$ cat config.mk
export PLATFORM = sky130hd
export DESIGN_NAME = led_frame_scheduler_flat
export DESIGN_NICKNAME = d
export VERILOG_FILES = /design/src/rtl/led_frame_scheduler_pkg.sv /design/src/rtl/led_frame_scheduler_if.sv /design/src/rtl/led_frame_scheduler_rr_arb2.sv /design/src/rtl/led_frame_scheduler.sv /design/src/flat_wrapper.sv
export SDC_FILE = /design/constraint.sdc
export NUM_CORES = 1
export LEC_CHECK = 0
export ABC_AREA = 1
export BUFFER_PORTS_ARGS = -buffer_cell sky130_fd_sc_hd__buf_4
export CORE_UTILIZATION = 35
export DETAILED_ROUTE_END_ITERATION = 12
export PLACE_DENSITY = 0.64
export SYNTH_ARGS = -nofsm -noshare
export SYNTH_HDL_FRONTEND = slang
export SYNTH_SLANG_ARGS = --single-unit
export TNS_END_PERCENT = 100
$ cat constraint.sdc
create_clock -name clk -period 2.3 [get_ports clk]
set_input_delay 0.115 -clock clk [delete_from_list [all_inputs] [get_ports clk]]
set_output_delay 0.115 -clock clk [all_outputs]
set_load 0.005 [all_outputs]
$ cat src/rtl/led_frame_scheduler_pkg.sv
// Shared definitions for the LED frame scheduler: FSM encoding, framing words
// and the snake-wiring pixel map also used by the scroll engine.
package led_frame_scheduler_pkg;

  localparam logic [31:0] START_WORD = 32'h0000_0000;
  localparam logic [31:0] END_WORD   = 32'h0000_0000;

  typedef enum logic [2:0] {
    ST_IDLE,
    ST_LATCH,
    ST_START,
    ST_PIX,
    ST_END,
    ST_GAP
  } state_t;

  // Physical pixel p -> display bit index; even rows are wired right-to-left.
  function automatic int snake_map(input int p, input int row_w);
    int row;
    int col;
    row = p / row_w;
    col = p % row_w;
    if (row[0] == 1'b0) begin
      return row * row_w + row_w - 1 - col;
    end
    return p;
  endfunction

endpackage

$ cat src/rtl/led_frame_scheduler_if.sv
// Word stream from the frame scheduler to the downstream word serializer.
interface led_frame_scheduler_if;
  logic [31:0] word_data;
  logic        word_valid;
  logic        word_ready;

  modport master (output word_data, output word_valid, input word_ready);
  modport slave  (input word_data, input word_valid, output word_ready);
endinterface

$ cat src/rtl/led_frame_scheduler_rr_arb2.sv
// Two-way round-robin arbiter: one-hot grant from the current requests, pointer
// moves to the other source whenever a grant is committed.
module led_rr_arb2 (
  input  logic       clk,
  input  logic       reset,
  input  logic [1:0] req,
  input  logic       update,
  input  logic       win_idx,
  output logic [1:0] gnt
);
  logic ptr_reg;
  logic pick;

  always_ff @(posedge clk) begin
    if (reset) begin
      ptr_reg <= 1'b0;
    end else if (update) begin
      ptr_reg <= ~win_idx;
    end
  end

  // Only a contested request consults the pointer.
  assign pick = (req == 2'b11) ? ptr_reg : req[1];

  genvar gi;
  generate
    for (gi = 0; gi < 2; gi++) begin : g_gnt
      assign gnt[gi] = req[gi] && (pick == 1'(gi));
    end
  endgenerate
endmodule

$ cat src/rtl/led_frame_scheduler.sv
// Frame sequencer for the 8x8 LED matrix: arbitrates two frame sources, latches
// the winner's image and streams start word, pixel words and end words.
module led_frame_scheduler
  import led_frame_scheduler_pkg::*;
#(
  parameter int NUM_PIX   = 64,
  parameter int ROW_W     = 8,
  parameter int END_WORDS = 2,
  parameter int FRAME_GAP = 1000
) (
  input  logic                     clk,
  input  logic                     reset,
  input  logic [1:0]               req,
  input  logic [NUM_PIX-1:0]       src0_bitmap,
  input  logic [31:0]              src0_fg,
  input  logic [31:0]              src0_bg,
  input  logic [NUM_PIX-1:0]       src1_bitmap,
  input  logic [31:0]              src1_fg,
  input  logic [31:0]              src1_bg,
  output logic [1:0]               grant,
  led_frame_scheduler_if.master    word_if,
  output logic                     busy,
  output logic                     frame_done
);
  localparam int PIX_W = $clog2(NUM_PIX);
  localparam int END_W = $clog2(END_WORDS + 1);
  localparam int GAP_W = $clog2(FRAME_GAP + 1);

  state_t             state_reg, state_next;
  logic [1:0]         sel_reg;
  logic [1:0]         arb_gnt;
  logic [NUM_PIX-1:0] bitmap_reg;
  logic [31:0]        fg_reg, bg_reg;
  logic [PIX_W-1:0]   pix_reg;
  logic [END_W-1:0]   end_reg;
  logic [GAP_W-1:0]   gap_reg;
  logic [PIX_W-1:0]   map_idx, bit_pos;
  logic               xfer;

  led_rr_arb2 u_arb (
    .clk     (clk),
    .reset   (reset),
    .req     (req),
    .update  (state_reg == ST_LATCH),
    .win_idx (sel_reg[1]),
    .gnt     (arb_gnt)
  );

  assign xfer    = word_if.word_valid && word_if.word_ready;
  assign map_idx = PIX_W'(snake_map(int'(pix_reg), ROW_W));
  // Display bit i lives at bitmap[NUM_PIX-1-i].
  assign bit_pos = PIX_W'(NUM_PIX - 1) - map_idx;

  always_ff @(posedge clk) begin
    if (reset) begin
      state_reg <= ST_IDLE;
    end else begin
      state_reg <= state_next;
    end
  end

  always_comb begin
    state_next = state_reg;
    case (state_reg)
      ST_IDLE:  if (req != 2'b00) state_next = ST_LATCH;
      ST_LATCH: state_next = ST_START;
      ST_START: if (xfer) state_next = ST_PIX;
      ST_PIX:   if (xfer && pix_reg == PIX_W'(NUM_PIX - 1)) state_next = ST_END;
      ST_END:   if (xfer && end_reg == END_W'(END_WORDS - 1)) state_next = ST_GAP;
      ST_GAP:   if (gap_reg == GAP_W'(FRAME_GAP - 1)) state_next = ST_IDLE;
      default:  state_next = ST_IDLE;
    endcase
  end

  // Source data is captured once per frame so later input changes cannot leak in.
  always_ff @(posedge clk) begin
    if (reset) begin
      sel_reg    <= 2'b00;
      bitmap_reg <= '0;
      fg_reg     <= '0;
      bg_reg     <= '0;
      pix_reg    <= '0;
      end_reg    <= '0;
      gap_reg    <= '0;
    end else begin
      case (state_reg)
        ST_IDLE: sel_reg <= arb_gnt;
        ST_LATCH: begin
          bitmap_reg <= sel_reg[1] ? src1_bitmap : src0_bitmap;
          fg_reg     <= sel_reg[1] ? src1_fg     : src0_fg;
          bg_reg     <= sel_reg[1] ? src1_bg     : src0_bg;
          pix_reg    <= '0;
          end_reg    <= '0;
          gap_reg    <= '0;
        end
        ST_PIX:  if (xfer) pix_reg <= pix_reg + 1'b1;
        ST_END:  if (xfer) end_reg <= end_reg + 1'b1;
        ST_GAP:  gap_reg <= gap_reg + 1'b1;
        default: ;
      endcase
    end
  end

  always_comb begin
    grant              = 2'b00;
    busy               = 1'b0;
    frame_done         = 1'b0;
    word_if.word_valid = 1'b0;
    word_if.word_data  = 32'h0;
    case (state_reg)
      ST_LATCH: begin
        grant = sel_reg;
        busy  = 1'b1;
      end
      ST_START: begin
        busy               = 1'b1;
        word_if.word_valid = 1'b1;
        word_if.word_data  = START_WORD;
      end
      ST_PIX: begin
        busy               = 1'b1;
        word_if.word_valid = 1'b1;
        word_if.word_data  = bitmap_reg[bit_pos] ? fg_reg : bg_reg;
      end
      ST_END: begin
        busy               = 1'b1;
        word_if.word_valid = 1'b1;
        word_if.word_data  = END_WORD;
      end
      ST_GAP:  frame_done = (gap_reg == '0);
      default: ;
    endcase
  end
endmodule

$ cat src/flat_wrapper.sv
// flat-port wrapper written by rule: the top's interface ports become plain ports
module led_frame_scheduler_flat import led_frame_scheduler_pkg::*;
#(
  parameter int NUM_PIX   = 64,
  parameter int ROW_W     = 8,
  parameter int END_WORDS = 2,
  parameter int FRAME_GAP = 1000
)
  (clk, reset, req, src0_bitmap, src0_fg, src0_bg, src1_bitmap, src1_fg, src1_bg, grant, busy, frame_done, word_if_word_data, word_if_word_valid, word_if_word_ready);
  led_frame_scheduler_if word_if_i ();
  input  logic clk;
  input  logic reset;
  input  logic [1:0] req;
  input  logic [NUM_PIX-1:0] src0_bitmap;
  input  logic [31:0] src0_fg;
  input  logic [31:0] src0_bg;
  input  logic [NUM_PIX-1:0] src1_bitmap;
  input  logic [31:0] src1_fg;
  input  logic [31:0] src1_bg;
  output logic [1:0] grant;
  output logic busy;
  output logic frame_done;
  output wire logic [$bits(word_if_i.word_data)-1:0] word_if_word_data;
  output wire logic [$bits(word_if_i.word_valid)-1:0] word_if_word_valid;
  input wire logic [$bits(word_if_i.word_ready)-1:0] word_if_word_ready;
  assign word_if_word_data = word_if_i.word_data;
  assign word_if_word_valid = word_if_i.word_valid;
  assign word_if_i.word_ready = word_if_word_ready;
  led_frame_scheduler #(.NUM_PIX(NUM_PIX), .ROW_W(ROW_W), .END_WORDS(END_WORDS), .FRAME_GAP(FRAME_GAP)) u_core (.clk(clk), .reset(reset), .req(req), .src0_bitmap(src0_bitmap), .src0_fg(src0_fg), .src0_bg(src0_bg), .src1_bitmap(src1_bitmap), .src1_fg(src1_fg), .src1_bg(src1_bg), .grant(grant), .word_if(word_if_i), .busy(busy), .frame_done(frame_done));
endmodule
==> results of run 1 <==
==> repair_timing <==
item,4_1_cts,5_1_grt
pin swaps,1,42
hold buffers,217,0
setup endpoints to repair,33,52
buffers inserted,5,5
endpoints found under the hold margin,115,0
gates cloned,4,10
resized for setup,27,124
==> critical path: cells and delay by family, from the launching register on <==
| kind | cells | cell delay, ps |
|---|---|---|
| simple gates | 9 | 970 |
| compound gates | 1 | 140 |
| buf+inv | 3 | 530 |
| flops | 1 | 440 |
==> routing by layer <==
layer  track usage  wire [µm]
met1         0.326      13500
met2         0.478      16800
met3        0.0599       2490
met4         0.122       1180
met5             0          0
==> layout make-up <==
type | count | area share
Tap cell | 280 | 0.0247
Sequential cell | 152 | 0.215
Clock inverter | 12 | 0.0115
Timing Repair Buffer | 571 | 0.371
Clock buffer | 20 | 0.0322
Multi-Input combinational cell | 855 | 0.326
Antenna cell | 1 | 0.000176
Inverter | 68 | 0.0198
==> path summary, 6_finish.rpt <==
path | slack, ps | start | end
max | -340 | u_core.pix_reg[3] | word_if_word_data[19]
min | 2 | src1_bitmap[42] | u_core.bitmap_reg[42]
max reg2reg | 140 | u_core.state_reg[0] | u_core.fg_reg[17]
min reg2reg | 460 | u_core.bitmap_reg[1] | u_core.bitmap_reg[1]
==> placed cells by master, fill, tap and decap left out, types with 2 or more instances in the layout <==
master / Yosys / routed
clkinv_4: 0 / 3
dlygate4sd3_1: 0 / 217
a211oi_1: 3 / 3
inv_6: 0 / 3
nand2_8: 0 / 8
clkinv_2: 0 / 2
clkinvlp_4: 0 / 2
buf_8: 0 / 2
o211ai_1: 6 / 6
a31oi_1: 90 / 90
nor2_1: 56 / 39
nor2_2: 1 / 12
nand3_2: 12 / 63
buf_4: 8 / 316
buf_16: 0 / 2
bufinv_16: 0 / 3
ha_1: 6 / 5
xnor2_1: 2 / 2
buf_12: 0 / 16
nand3_4: 2 / 2
nand2_4: 3 / 4
clkbuf_8: 0 / 2
nand2_2: 4 / 25
inv_4: 2 / 2
nand2_1: 421 / 394
o21ai_0: 36 / 36
buf_6: 8 / 10
nor2_4: 0 / 6
o22ai_1: 9 / 9
a21oi_2: 0 / 6
clkinv_1: 2 / 2
dfxtp_1: 152 / 149
a21oi_1: 50 / 44
inv_1: 62 / 61
dfxtp_4: 0 / 2
nand3_1: 107 / 56
clkbuf_16: 0 / 25
a22oi_1: 33 / 33
nor3_1: 6 / 6
nand4_1: 3 / 3
==> cell families (layout without fill, tap and decap cells) <==
| group | count (synthesis) | in the layout |
|---|---|---|
| xor gates and xnor gates | 2 | 2 |
| other | 0 | 1 |
| and+or+nand+nor | 615 | 618 |
| buffers and inverters | 149 | 671 |
| AOI/OAI and AO/OA | 229 | 229 |
| adders and majority gates | 6 | 6 |
| DFF | 152 | 152 |
==> through the flow <==
stage          setup WS, ps  instances  hold slack (ps)  area [µm²]  total power, mW
2_1_floorplan           410       1153              258        7800             6.27
5_1_grt                -451       1958             11.6       14200             12.5
6_report               -339       1959             2.06       14200             11.8
3_3_place_gp          -27.0       1685              365       10400             7.84
4_1_cts                -281       1943            0.647       13400             11.3
3_5_place_dp          -49.1       1685              372       10400             7.89
==> power by group through the flow <==
stage	clock [mW]	combinational [mW]	sequential [mW]
final	2.98	4.96	3.86
after global routing	3.12	5.42	3.91
after CTS	3.01	4.50	3.80
after detailed placement	0	4.04	3.84
after global placement	0	4.00	3.84
after floorplan	0	2.61	3.67
==> results.md, run 1 <==
- Run status: finished, violations left
- Failing checks: negative setup slack
- Synth Area in XOR/XNOR: 0.00224
- Final worst slack: -339 ps
- CTS Sinks: between 150 and 200
- Clk slew on worst S/H paths: roughly 60 ps
- Post-synthesis sequential area ratio: 0.390
- Synth Warn #: 0
- Hold Path Depth: 3
- LEAKAGE: roughly 5.6 nW
- Setup CP Type: flip-flop to output pin
- Top-count cell post-synth: nand2_1
- Footprint of the multi-input gates: about 0.0046 mm²
- Hold crit path type: input pin to flip-flop
- Via/cell ratio: 5.26
- Clock Latency Late Sink: 430 ps
- Dominant synthesized flop cell: dfxtp_1
- Final min period: between 2000 and 3000 ps
- First-pass GRT wire length: about 50 mm
- Largest net degree at the start of global routing: 131
- # IOs: between 200 and 300
- Vias in the first global route: roughly 9.9k
- Synth Area in Simple Gates: 0.332
- Share of power burned in registers: 0.327
- Overflow after GRT: 0
- Die W: between 150 and 200 µm
- RD Place Congestion: 0.881
- Starting Density: 0.358
- RSZ-0062 raised after global routing: true
- Combinational Power Share: 0.421
- Floorplan die area: 0.0229 mm²
- Layout cell share with drive strength beyond 1: 0.310
- Fill cell count: 1,699
- Internal Power: 7.29 mW
- Clock power frac: 0.252
- FF/Latch Area: between 0.003 and 0.004 mm²
- Net Switching: around 4.5 mW
- Most frequent CP cell: nand3_1
- Final setup TNS: -9400 ps
- Mux contribution to synthesized area: 0
- Yosys reg bits: between 150 and 200
- Post-synth cell types: 31
- Max cap viols: 0
- Max incr delay on CP: between 400 and 500 ps
- Area grow syn2layout: 81.9%
- Gr usage total: 0.276
- WP data arrival: about 2500 ps
- Core area: approximately 0.022 mm²
- Final wirelength: ~34 mm
- Worst path slowest cell: dfxtp_4
- Crit-path cells: buf_4 -> nand2_8 -> nand2_4 -> nand2_1 -> nand3_1 -> nand3_1 -> nand3_1 -> nand3_2 -> nand3_4 -> buf_12 -> a21oi_1 -> nor2_2 -> buf_4
- Worst R2R Path Depth: 10
- Fin crit share: 1.15
- Max Slew Vio Count: 0
- Initial antenna violation count: 0
- Post-synth top area share: 0.390
- Asr flop ratio synth: 0
- Crit start category: flip-flop
- Num CTS Buffers: 17
- Critical Path RT: between 2000 and 2500 ps
- Net Sw Frac: 0.382
- Main area contributors after synthesis: dfxtp_1, nand2_1, a31oi_1
- Clock skew: roughly 11 ps
- NumNets Final: between 1.5k and 2k
- ANT nets after route: 0
- Synthesized net count: approximately 1.4k
- Crit. End Element: output pin
- Number of enable flip-flop cells after synthesis: 0
- Worst Max-Slew Pin Slew: ~750 ps
- Synth area leader: dfxtp_1
- # H-tree levels: 4
- Drt first-iter violations: 653
- Slew headroom: 0.499
- Residual DRC: 0
- Avg Cell Area, Syn: 6.77 µm²
- Area fraction in compound gates after synthesis: 0.177
- Largest family of logic cells by synthesized area: simple AND/OR/NAND/NOR gates
- Number of flip-flops in the largest register: between 60 and 70
- Clock tree buffer depth: 2
- WL per Instance: 17.3 µm
- Root buffer cell: clkbuf_16
- Final core utilization: 0.651
- Adder-Cell Fraction of Synth Area: 0.00962
- PD cells: 831 mW/mm²
- Rows: 54
- Final Hold Vio Count: 0
- Setup-failing EPs final: 32
- Commonest cells in the synthesized netlist: nand2_1, dfxtp_1, nand3_1
- Vias: ~10k
- Die Y: approximately 150 µm
- CTS tree: built
- Crit Path Max Fanout: 38
- Max Freq: between 0.3 and 0.4 GHz
- HPWL Detailed: between 15 and 20 mm
- PortBufs: 297
- Post-synth design cell area: about 0.008 mm²
- Synthesized instance count: about 1.2k
- VDD IR max: about 0.00049 V
- Drt pass-1 iters: 5
No activity file was read; power rests on OpenSTA's default activity.
==> inputs of run 2 (changes only) <==
--- a/config.mk
+++ b/config.mk
@@ -6,8 +6,10 @@
 export NUM_CORES = 1
 export LEC_CHECK = 0
 export ABC_AREA = 1
-export BUFFER_PORTS_ARGS = -buffer_cell sky130_fd_sc_hd__buf_4
+export BUFFER_PORTS_ARGS = -buffer_cell sky130_fd_sc_hd__buf_2
+export CORE_MARGIN = 2
 export CORE_UTILIZATION = 35
+export CTS_BUF_LIST = sky130_fd_sc_hd__clkbuf_8
 export DETAILED_ROUTE_END_ITERATION = 12
 export PLACE_DENSITY = 0.64
 export SYNTH_ARGS = -nofsm -noshare
==> results.md, run 2 (synthesized netlist as in run 1, its figures left out) <==
- Run status: finished, violations left
- Failing checks: negative setup slack
- PortBufs: 297 (unchanged)
- RD Place Congestion: 0.832 (-5.5%)
- Top Family by Delay on Critical Path: simple AND/OR/NAND/NOR gates
- Max cap viols: 0 (unchanged)
- Max Freq: 0.369 GHz (-2.7%)
- Final Cell Area: 0.0139 mm² (-2.3%)
- Most frequent cells in the layout: nand2_1, buf_2, dlygate4sd3_1, dfxtp_1, a31oi_1
- Die W: 153 µm (+1.3%)
- DP Worst Slack: 17.0 ps (+66.1 ps)
- ANT nets after route: 0 (unchanged)
- CTS tree: built
- Final min period: 2710 ps (+74.6 ps)
- CP Buf/Inv Count: 5 (+2)
- Worst Max-Slew Pin Slew: 663 ps (-88.7 ps)
- # H-tree levels: 4 (unchanged)
- Crit. End Element: output pin
- Clk slew on worst S/H paths: 90 ps (+30 ps)
- Met2 Wirelength: 16.7 mm (-0.37%)
- Vias: 10.7k (+3.7%)
- Final setup TNS: -10,720 ps (-1320 ps)
- Largest net degree at the start of global routing: 131 (unchanged)
- Floorplan die area: 0.0235 mm² (+2.7%)
- First-pass GRT wire length: 54.1 mm (+10%)
- Dpl cells: 1,687 (+0.12%)
- Crit start category: flip-flop
- Root buffer cell: clkbuf_8
- Vias in the first global route: 10.7k (+7.8%)
- Fin crit share: 1.18 (+0.0324)
- WL per Instance: 17.9 µm (+3.4%)
- Reg2Reg Setup Slack: 240 ps (+100 ps)
- NumNets Final: 1,983 (+2.6%)
- Slew headroom: 0.558 (+0.0591)
- Initial antenna violation count: 0 (unchanged)
- Clock tree buffer depth: 2 (unchanged)
- Placed Area: 0.00972 mm² (-6.7%)
- Die Y: 153 µm (+1.3%)
- Drt pass-1 iters: 5 (unchanged)
- Met3 routed WL: 2.83 mm (+14%)
- Area grow syn2layout: 77.8%
- Critical Path RT: 2180 ps (about the same)
- CTS Sinks: 152 (unchanged)
- ANT cells: 0 (-1)
- Gr usage total: 0.287 (+0.0106)
- Commonest non-fill, non-tap cell in the layout: nand2_1
- Residual DRC: 0 (unchanged)
- Most frequent CP cell: nand3_2
- VDD IR max: 0.000504 V (+2.8%)
- Worst path slowest cell: dfxtp_4
- Clock Latency Late Sink: 480 ps (+50 ps)
- Crit Path Max Fanout: 9 (-76%)
- RSZ-0062 raised after global routing: true
- Via/cell ratio: 5.31 (+1.1%)
- Max Slew Vio Count: 0 (unchanged)
- DR top layer: met4
- Final Hold Vio Count: 0 (unchanged)
- Core area: 0.0218 mm² (unchanged)
- Number of flip-flops in the largest register: 64 (unchanged)
- Drt first-iter violations: 758 (+16%)
- LEAKAGE: 5.59 nW (-0.32%)
- Max incr delay on CP: 370 ps (-70 ps)
- Rows: 54 (unchanged)
- Fill cell count: 1,730 (+1.8%)
- # IOs: 298 (unchanged)
- Crit-path cells: inv_4 -> nand2_2 -> nand2_4 -> clkbuf_16 -> nand3_1 -> nand3_2 -> nand3_2 -> nand3_4 -> nand3_4 -> buf_12 -> buf_12 -> nand3_2 -> nand2_1 -> nor2_2 -> buf_2
- Hold crit path type: input pin to flip-flop
- Starting Density: 0.358 (unchanged)
- M1 WL: 14.3 mm (+5.9%)
- WP data arrival: 2600 ps (+80 ps)
- Setup CP Type: flip-flop to output pin
- Overflow after GRT: 0 (unchanged)
- Final wirelength: 36.0 mm (+6.0%)
- Setup-failing EPs final: 32 (unchanged)
- PD cells: 795 mW/mm² (-4.3%)
- Hold WS: 12.5 ps (+10.4 ps)
- Num CTS Buffers: 17 (unchanged)
- HPWL Detailed: 19.4 mm (-1.6%)
- Layout cell share with drive strength beyond 1: 0.309 (-0.00104)
- Clock skew: 23.8 ps (+12.3 ps)
- Non-Filler Instances: 2,009 (+2.6%)
- Final worst slack: -413 ps (-74.6 ps)
run 2: changes by cell type in the layout (fill, tap and decap cells not counted), moves of 6 or more:
cell and delta:
nand2_2 -6, buf_2 +296, clkbuf_8 +17, nor2_2 -7
nand3_4 +6, dlygate4sd3_1 +39, nand3_1 -9, buf_4 -289
clkbuf_16 -18, a21oi_2 +8, nor2_1 +11, a21oi_1 -8
run 2: worst reg2reg max path, delay by kind of cell (launching register included):
kind                   cells  cell delay [ps]
buffers and inverters      5              910
and+or+nand+nor            4              450
DFF                        1              370
AOI/OAI and AO/OA          1              230
run 2: final timing paths:
check | from | end | cells past startpoint
worst max-delay path | u_core.pix_reg[3] | word_if_word_data[11] | 15
worst min register to register | u_core.bitmap_reg[1] | u_core.bitmap_reg[1] | 2
worst max register to register | u_core.state_reg[0] | u_core.bitmap_reg[62] | 10
worst min-delay path | src1_bitmap[42] | u_core.bitmap_reg[42] | 3
run 2: routing by layer:
metal / global-route usage / vias up
met4: 0.160 / 0
li1: - / 5002
met5: 0 / -
met3: 0.0658 / 166
met2: 0.477 / 614
met1: 0.342 / 4895
run 2: final cells by class:
cell class              count  area [µm²]  share of cell area
inverters                  68         287              0.0206
clock inverters            13         145              0.0105
flip-flops and latches    152        3050               0.220
well taps                 280         350              0.0252
multi-input cells         855        4650               0.335
clock buffers              19         262              0.0188
repair buffers            622        5130               0.369
run 2: per-stage QoR:
stage | power (mW) | utilization
after floorplan | 6.27 | -
after global placement | 7.73 | 0.446
after detailed placement | 7.75 | 0.446
after CTS | 10.6 | 0.609
after global routing | 11.7 | 0.636
final | 11.0 | 0.636
run 2: repair_timing:
action	CTS	global route
setup endpoints to repair	33	45
gates cloned	11	8
hold buffers	256	0
hold endpoints to repair	131	0
resized for setup	69	87
pin swaps	19	23
setup buffers	10	8
run 2: power breakdown:
group          switching, mW  total (mW)  internal, mW
combinational           2.86        5.01          2.16
clock                   1.12        2.15          1.03
sequential             0.513        3.87          3.36
